===== src/rtl/cordic_pkg.sv =====
`default_nettype none
// ============================================================================
// Module      : cordic_pkg
// Description : Shared constants, FSM state encoding and helpers for the
//               iterative rotation-mode CORDIC (polar -> rectangular).
//               - ITER_DEF / IW_DEF : default iteration count / datapath width
//               - ZW                : angle accumulator width (1/25600 degree)
//               - K_INV / K_SHIFT   : CORDIC gain compensation, Q15
//               - atan_lut()        : round(atan(2^-i) * 180/pi * 25600)
//               - sat16()           : saturate a wide signed value to 16 bits
// Revision    : 1.0  initial release
// ============================================================================
package cordic_pkg;

  localparam int ITER_DEF = 16;
  localparam int IW_DEF   = 20;
  localparam int ZW       = 24;

  // 19898 / 32768 ~= 0.60725, inverse of the accumulated micro-rotation gain
  localparam logic [15:0] K_INV   = 16'd19898;
  localparam int          K_SHIFT = 15;

  localparam logic [1:0] S_IDLE  = 2'd0;
  localparam logic [1:0] S_ITER  = 2'd1;
  localparam logic [1:0] S_SCALE = 2'd2;
  localparam logic [1:0] S_DONE  = 2'd3;

  typedef enum logic [1:0] {
    ST_IDLE  = S_IDLE,
    ST_ITER  = S_ITER,
    ST_SCALE = S_SCALE,
    ST_DONE  = S_DONE
  } fsm_state_e;

  // Elementary rotation angles in units of 1/25600 degree
  function automatic logic signed [ZW-1:0] atan_lut(input logic [3:0] idx);
    logic signed [ZW-1:0] v;
    case (idx)
      4'd0:    v = 24'sd1152000;
      4'd1:    v = 24'sd680065;
      4'd2:    v = 24'sd359328;
      4'd3:    v = 24'sd182400;
      4'd4:    v = 24'sd91554;
      4'd5:    v = 24'sd45822;
      4'd6:    v = 24'sd22916;
      4'd7:    v = 24'sd11459;
      4'd8:    v = 24'sd5730;
      4'd9:    v = 24'sd2865;
      4'd10:   v = 24'sd1432;
      4'd11:   v = 24'sd716;
      4'd12:   v = 24'sd358;
      4'd13:   v = 24'sd179;
      4'd14:   v = 24'sd90;
      default: v = 24'sd45;
    endcase
    return v;
  endfunction

  function automatic logic signed [15:0] sat16(input logic signed [63:0] v);
    logic signed [15:0] s;
    if (v > 64'sd32767)
      s = 16'sh7fff;
    else if (v < -64'sd32768)
      s = 16'sh8000;
    else
      s = v[15:0];
    return s;
  endfunction

endpackage
`default_nettype wire


===== src/rtl/cordic_micro_rot.sv =====
`default_nettype none
// ============================================================================
// Module      : cordic_micro_rot
// Description : One combinational rotation-mode CORDIC micro-rotation.
//               Rotates (x,y) towards driving the residual angle z to zero.
// Ports       : x_in, y_in  - IW-bit signed vector components
//               z_in        - ZW-bit signed residual angle (1/25600 degree)
//               idx         - iteration index i (shift amount, atan select)
//               x_nxt/y_nxt/z_nxt - rotated vector and updated residual
// Revision    : 1.0  initial release
// ============================================================================
module cordic_micro_rot
  import cordic_pkg::*;
#(
  parameter int IW = IW_DEF
) (
  input  logic signed [IW-1:0] x_in,
  input  logic signed [IW-1:0] y_in,
  input  logic signed [ZW-1:0] z_in,
  input  logic        [3:0]    idx,
  output logic signed [IW-1:0] x_nxt,
  output logic signed [IW-1:0] y_nxt,
  output logic signed [ZW-1:0] z_nxt
);

  logic signed [IW-1:0] w_xs;
  logic signed [IW-1:0] w_ys;
  logic signed [ZW-1:0] w_atan;

  always_comb begin
    w_xs   = x_in >>> idx;
    w_ys   = y_in >>> idx;
    w_atan = atan_lut(idx);
    // d = +1 when the residual angle is non-negative
    if (!z_in[ZW-1]) begin
      x_nxt = x_in - w_ys;
      y_nxt = y_in + w_xs;
      z_nxt = z_in - w_atan;
    end else begin
      x_nxt = x_in + w_ys;
      y_nxt = y_in - w_xs;
      z_nxt = z_in + w_atan;
    end
  end

endmodule
`default_nettype wire


===== src/rtl/rot_mode_seq.sv =====
`default_nettype none
// ============================================================================
// Module      : rot_mode_seq
// Description : Sequential rotation-mode CORDIC, polar -> rectangular.
//               One micro-rotation per clock, gain-compensated and
//               saturated to 16-bit results, valid/ready on both sides.
// Ports       : clk, rst (async, active low)
//               in_valid/in_ready, r_in (signed magnitude), angle_in
//               (signed, 0.01 degree), out_valid/out_ready,
//               x_out = r*cos(angle), y_out = r*sin(angle)
// Revision    : 1.0  initial release
// ============================================================================
module rot_mode_seq
  import cordic_pkg::*;
#(
  parameter int ITER = ITER_DEF,
  parameter int IW   = IW_DEF
) (
  input  logic               clk,
  input  logic               rst,
  input  logic               in_valid,
  output logic               in_ready,
  input  logic signed [15:0] r_in,
  input  logic signed [15:0] angle_in,
  output logic               out_valid,
  input  logic               out_ready,
  output logic signed [15:0] x_out,
  output logic signed [15:0] y_out
);

  // Of the guard bits above the 16 data bits, all but one carry fraction;
  // the remaining one absorbs the ~1.647 CORDIC growth.
  localparam int C_FRAC = IW - 17;
  localparam int C_SH   = K_SHIFT + C_FRAC;
  localparam int PW     = IW + 17;

  localparam logic signed [PW-1:0] C_HALF = PW'(1) <<< (C_SH - 1);
  localparam logic signed [15:0]   C_AMAX = 16'sd18000;
  localparam logic signed [15:0]   C_AQTR = 16'sd9000;
  localparam logic        [3:0]    C_LAST = 4'(ITER - 1);

  fsm_state_e           r_state;
  logic                 r_armed;
  logic [3:0]           r_cnt;
  logic signed [IW-1:0] r_x;
  logic signed [IW-1:0] r_y;
  logic signed [ZW-1:0] r_z;
  logic signed [15:0]   r_xo;
  logic signed [15:0]   r_yo;

  logic signed [15:0]   w_r;
  logic signed [15:0]   w_ang;
  logic signed [15:0]   w_zang;
  logic signed [IW-1:0] w_rx;
  logic signed [IW-1:0] w_x0;
  logic signed [IW-1:0] w_y0;
  logic signed [ZW-1:0] w_z0;
  logic signed [IW-1:0] w_xn;
  logic signed [IW-1:0] w_yn;
  logic signed [ZW-1:0] w_zn;
  logic signed [PW-1:0] w_k;
  logic signed [PW-1:0] w_px;
  logic signed [PW-1:0] w_py;
  logic signed [PW-1:0] w_qx;
  logic signed [PW-1:0] w_qy;

  // in_ready is held low until the first edge after reset release
  assign in_ready  = (r_state == ST_IDLE) && r_armed;
  assign out_valid = (r_state == ST_DONE);
  assign x_out     = r_xo;
  assign y_out     = r_yo;

  // Operand conditioning and quadrant pre-rotation
  always_comb begin
    // -32768 has no positive counterpart; fold it onto -32767
    w_r = (r_in == 16'sh8000) ? 16'sh8001 : r_in;

    if (angle_in > C_AMAX)
      w_ang = C_AMAX;
    else if (angle_in < -C_AMAX)
      w_ang = -C_AMAX;
    else
      w_ang = angle_in;

    w_rx   = {{(IW - 16 - C_FRAC){w_r[15]}}, w_r, {C_FRAC{1'b0}}};
    w_x0   = w_rx;
    w_y0   = '0;
    w_zang = w_ang;
    // Angles beyond +-90 deg start from the +-y axis so the residual stays
    // inside the CORDIC convergence range
    if (w_ang > C_AQTR) begin
      w_x0   = '0;
      w_y0   = w_rx;
      w_zang = w_ang - C_AQTR;
    end else if (w_ang < -C_AQTR) begin
      w_x0   = '0;
      w_y0   = -w_rx;
      w_zang = w_ang + C_AQTR;
    end
    w_z0 = {w_zang, 8'h00};
  end

  cordic_micro_rot #(
    .IW (IW)
  ) u_micro_rot (
    .x_in  (r_x),
    .y_in  (r_y),
    .z_in  (r_z),
    .idx   (r_cnt),
    .x_nxt (w_xn),
    .y_nxt (w_yn),
    .z_nxt (w_zn)
  );

  // Gain compensation with round-half-up, dropping the fraction bits too
  always_comb begin
    w_k  = PW'($signed({1'b0, K_INV}));
    w_px = PW'(r_x) * w_k;
    w_py = PW'(r_y) * w_k;
    w_qx = (w_px + C_HALF) >>> C_SH;
    w_qy = (w_py + C_HALF) >>> C_SH;
  end

  always_ff @(posedge clk or negedge rst) begin
    if (!rst) begin
      r_state <= ST_IDLE;
      r_armed <= 1'b0;
      r_cnt   <= '0;
      r_x     <= '0;
      r_y     <= '0;
      r_z     <= '0;
      r_xo    <= '0;
      r_yo    <= '0;
    end else begin
      r_armed <= 1'b1;
      case (r_state)
        ST_IDLE: begin
          if (in_valid && in_ready) begin
            r_x     <= w_x0;
            r_y     <= w_y0;
            r_z     <= w_z0;
            r_cnt   <= '0;
            r_state <= ST_ITER;
          end
        end
        ST_ITER: begin
          r_x <= w_xn;
          r_y <= w_yn;
          r_z <= w_zn;
          if (r_cnt == C_LAST) begin
            r_cnt   <= '0;
            r_state <= ST_SCALE;
          end else begin
            r_cnt <= r_cnt + 4'd1;
          end
        end
        ST_SCALE: begin
          r_xo    <= sat16(64'(w_qx));
          r_yo    <= sat16(64'(w_qy));
          r_state <= ST_DONE;
        end
        ST_DONE: begin
          if (out_valid && out_ready)
            r_state <= ST_IDLE;
        end
        default: r_state <= ST_IDLE;
      endcase
    end
  end

endmodule
`default_nettype wire


===== config.mk =====
export PLATFORM = sky130hd
export DESIGN_NAME = rot_mode_seq
export DESIGN_NICKNAME = d
export VERILOG_FILES = /design/src/rtl/cordic_pkg.sv /design/src/rtl/cordic_micro_rot.sv /design/src/rtl/rot_mode_seq.sv
export SDC_FILE = /design/constraint.sdc
export NUM_CORES = 1
export LEC_CHECK = 0
export CAP_MARGIN = 20
export CORE_UTILIZATION = 57
export CTS_CLUSTER_SIZE = 20
export DETAILED_ROUTE_END_ITERATION = 12
export PLACE_DENSITY = 0.85
export SKIP_LAST_GASP = 1
export SLEW_MARGIN = 25
export SYNTH_ARGS = -nofsm -noshare
export SYNTH_HDL_FRONTEND = slang
export SYNTH_SLANG_ARGS = --single-unit

===== constraint.sdc =====
create_clock -name clk -period 8.2 [get_ports clk]
set_input_delay 1.64 -clock clk [delete_from_list [all_inputs] [get_ports clk]]
set_output_delay 1.64 -clock clk [all_outputs]
set_load 0.1 [all_outputs]

==> qor.txt <==
core area -> 42,200 um2
# IOs -> 70
hold path startpoint -> r_z[10]
crit path max fanout -> 13
P&R area growth vs syn -> 5.90%
root buffer cell -> clkbuf_16
die width -> 209 um
GRT Resource Usage Total -> 30.2%
drt via density -> 6.14
CTS tree -> done
drt drc -> 0
vias in the first global route -> 21,200
GPL Wtd Cong -> 0.965
Synth Instances -> 2,861
Finish-stage setup viols -> 0
max-slew violations -> 0
predominant post-synthesis flop cell -> dfrtp_1
nets -> 3,474
First-pass DRT Iterations -> 5
Worst setup SP type -> flip-flop
Synth Register Bits -> 103
Reg area -> 2580 um2
EDFF count, synth -> 0
final worst slack -> 447 ps
Critical Path End Type -> flip-flop
RSZ-0062 raised after global routing -> false
DIE AREA -> 43,900 um2
outcome -> finished, final reports clean
largest net degree at the start of global routing -> 62
grt ovf -> 0
Hold-fix buffers, CTS -> 0
R2R depth -> 28
critical path arrival -> 8070 ps
DP HPWL -> 52,600 um
Synth cell types -> 100
number of diodes -> 0
Num CTS Buffers -> 9
Largest stage delay, worst path -> 570 ps
Vert. Die Dim -> 209 um
Row Count -> 75
GR Util met2 -> 50.2%
worst hold path class -> reg2reg
CTS H-tree lvls -> 3
clk sinks -> 103
global routing's busiest layer -> met2
detailed-route via count -> 20,900
initial antenna violation count -> 0
Reg clk slew, reported paths -> 90 ps
Worst R2R End -> x_out[5]
Final period util -> 94.6%
Max-Cap Viols -> 0
hold worst-path end -> r_z[10]
# fillers -> 3,530
Max Buffers Root-to-Sink -> 2
share of layout cells above drive strength 1 -> 4.79%
Worst Hold Depth -> 1
Final min period -> 7750 ps
Yosys Warn Count -> 0
initial core utilization -> 58.1%
Routed Antenna Nets -> 0
Starting DRT DRC Count -> 1,596
Peak Freq -> 0.129 GHz
Syn Area/Cell -> 8.57 um2
Slew @ Worst Pin -> 1050 ps
Post-Route WL -> 65,100 um
relative slew slack -> 29.6%
clock latency on the worst-skew pair -> 420 ps
Slowest cell on crit path -> fa_1
worst path required time -> 8510 ps
pre-CTS setup slack -> 259 ps
Setup Skew -> 18.6 ps
sequential area share after synthesis -> 10.5%
Crit Path Class -> reg2reg
Post-Syn Nets -> 3,481
worst hold slack -> 489 ps
Setup crit start -> r_x[7]
port buffer count -> 69
setup_tns -> 0 ps
RR Startpoint -> r_x[7]
placed cell area -> 25,600 um2
Most Frequent Cell on Critical Path -> inv_1
asr flop ratio synth -> 100%
first-pass GRT wire length -> 107,000 um
area of the multi-input gates -> 19,900 um2
met3 GRT Util -> 5.57%
Final Hold Fails -> 0
reg-to-reg slack, setup -> 450 ps
mapped cell area -> 24,500 um2
post-route cell area -> 26,000 um2
GR met1 Demand/Resource -> 38.8%
WL/cell -> 19.2 um
[placed cells by master (no fill, tap or decap), types with 15 or more instances in the layout]
cell type          n
inv_1            422
ha_1             333
fa_1             249
nor2_1           211
nand2_1          182
a21oi_1          170
o21ai_0          138
xnor2_1          118
dfrtp_1          100
xor2_1            86
mux2i_1           68
clkdlybuf4s50_1   68
a21o_1            62
nand3_1           44
nor3_1            41
a31oi_1           29
and3_1            27
a211oi_1          27
or3_1             27
a221oi_1          26
and2_1            25
nor2b_1           25
buf_4             25
o21a_1            18
o31ai_1           18
nand2b_1          17
nand4_1           16
o22ai_1           16
mux2_2            15
[worst max-delay path, delay by kind of cell, from the launching register on]
family	cells	cell delay [ps]
compound gates	7	1650
xor+xnor	1	180
fa+ha+maj	8	3370
buf+inv	6	480
flops	1	530
simple gates	6	1440
[synthesized netlist by cell type, types with 27 or more instances]
cell | n | area share, %
dfrtp_1 | 103 | 11
nand3_1 | 45 | 0.92
ha_1 | 335 | 17
a31oi_1 | 29 | 0.74
a211oi_1 | 27 | 0.83
clkbuf_1 | 74 | 1.1
a21o_1 | 62 | 1.9
xor2_1 | 86 | 3.1
nor2_1 | 211 | 3.2
fa_1 | 249 | 20
o21ai_0 | 138 | 2.8
inv_1 | 423 | 6.5
or3_1 | 27 | 0.69
nor3_1 | 41 | 0.84
a21oi_1 | 170 | 3.5
xnor2_1 | 118 | 4.2
nand2_1 | 182 | 2.8
mux2i_1 | 68 | 2.8
and3_1 | 27 | 0.69
[logic make-up after synthesis]
logic type	after synthesis	share of synthesized area (%)
other cells	1	0.0153
fa+ha+maj	584	37.4
flops	103	10.5
buf+inv	538	8.42
mux	95	4.57
xor+xnor	206	7.42
simple gates	683	13.7
compound gates	651	18.0
[repair_timing]
action                                 in CTS  in global routing
resized for setup                           0                  2
endpoints found under the hold margin       0                  0
setup buffers                               0                  1
setup endpoints to repair                   0                 14
[layer usage]
| metal | share of wire, % | vias to the layer above | wire, um |
|---|---|---|---|
| met5 | 0 | - | 0 |
| met4 | 4.1 | 0 | 2700 |
| met3 | 6.9 | 156 | 4520 |
| met2 | 47 | 795 | 30500 |
| met1 | 42 | 10100 | 27300 |
| li1 | - | 9804 | - |
[worst max-delay path by stage]
| stage | slack, ps | to |
|---|---|---|
| floorplan | 1250 | x_out[10] |
| global placement | 570 | x_out[2] |
| detailed placement | 260 | x_out[5] |
| CTS | 240 | x_out[5] |
| global route | 80 | x_out[2] |
| finish | 450 | x_out[5] |
[final cells by class]
class	instances	area share (%)
well taps	539	2.60
multi-input cells	2220	76.6
flip-flops and latches	103	9.94
clock buffers	12	1.03
inverters	426	6.16
clock inverters	4	0.226
repair buffers	94	3.42
[metrics by stage]
stage	utilization, %	instances
global route	61.5	3398
finish	61.5	3398
CTS	61.4	3396
global placement	60.7	3380
floorplan	-	2861
detailed placement	60.7	3380
[flip-flops by register name (all words and copies together) (netlist names)]
signal	count
y_out	16
r_armed	1
r_y	20
r_state	2
r_z	24
r_cnt	4
r_x	20
x_out	16
Power is not shown: default switching activity piles up to over one toggle a cycle in this logic, so the estimate is an artifact.
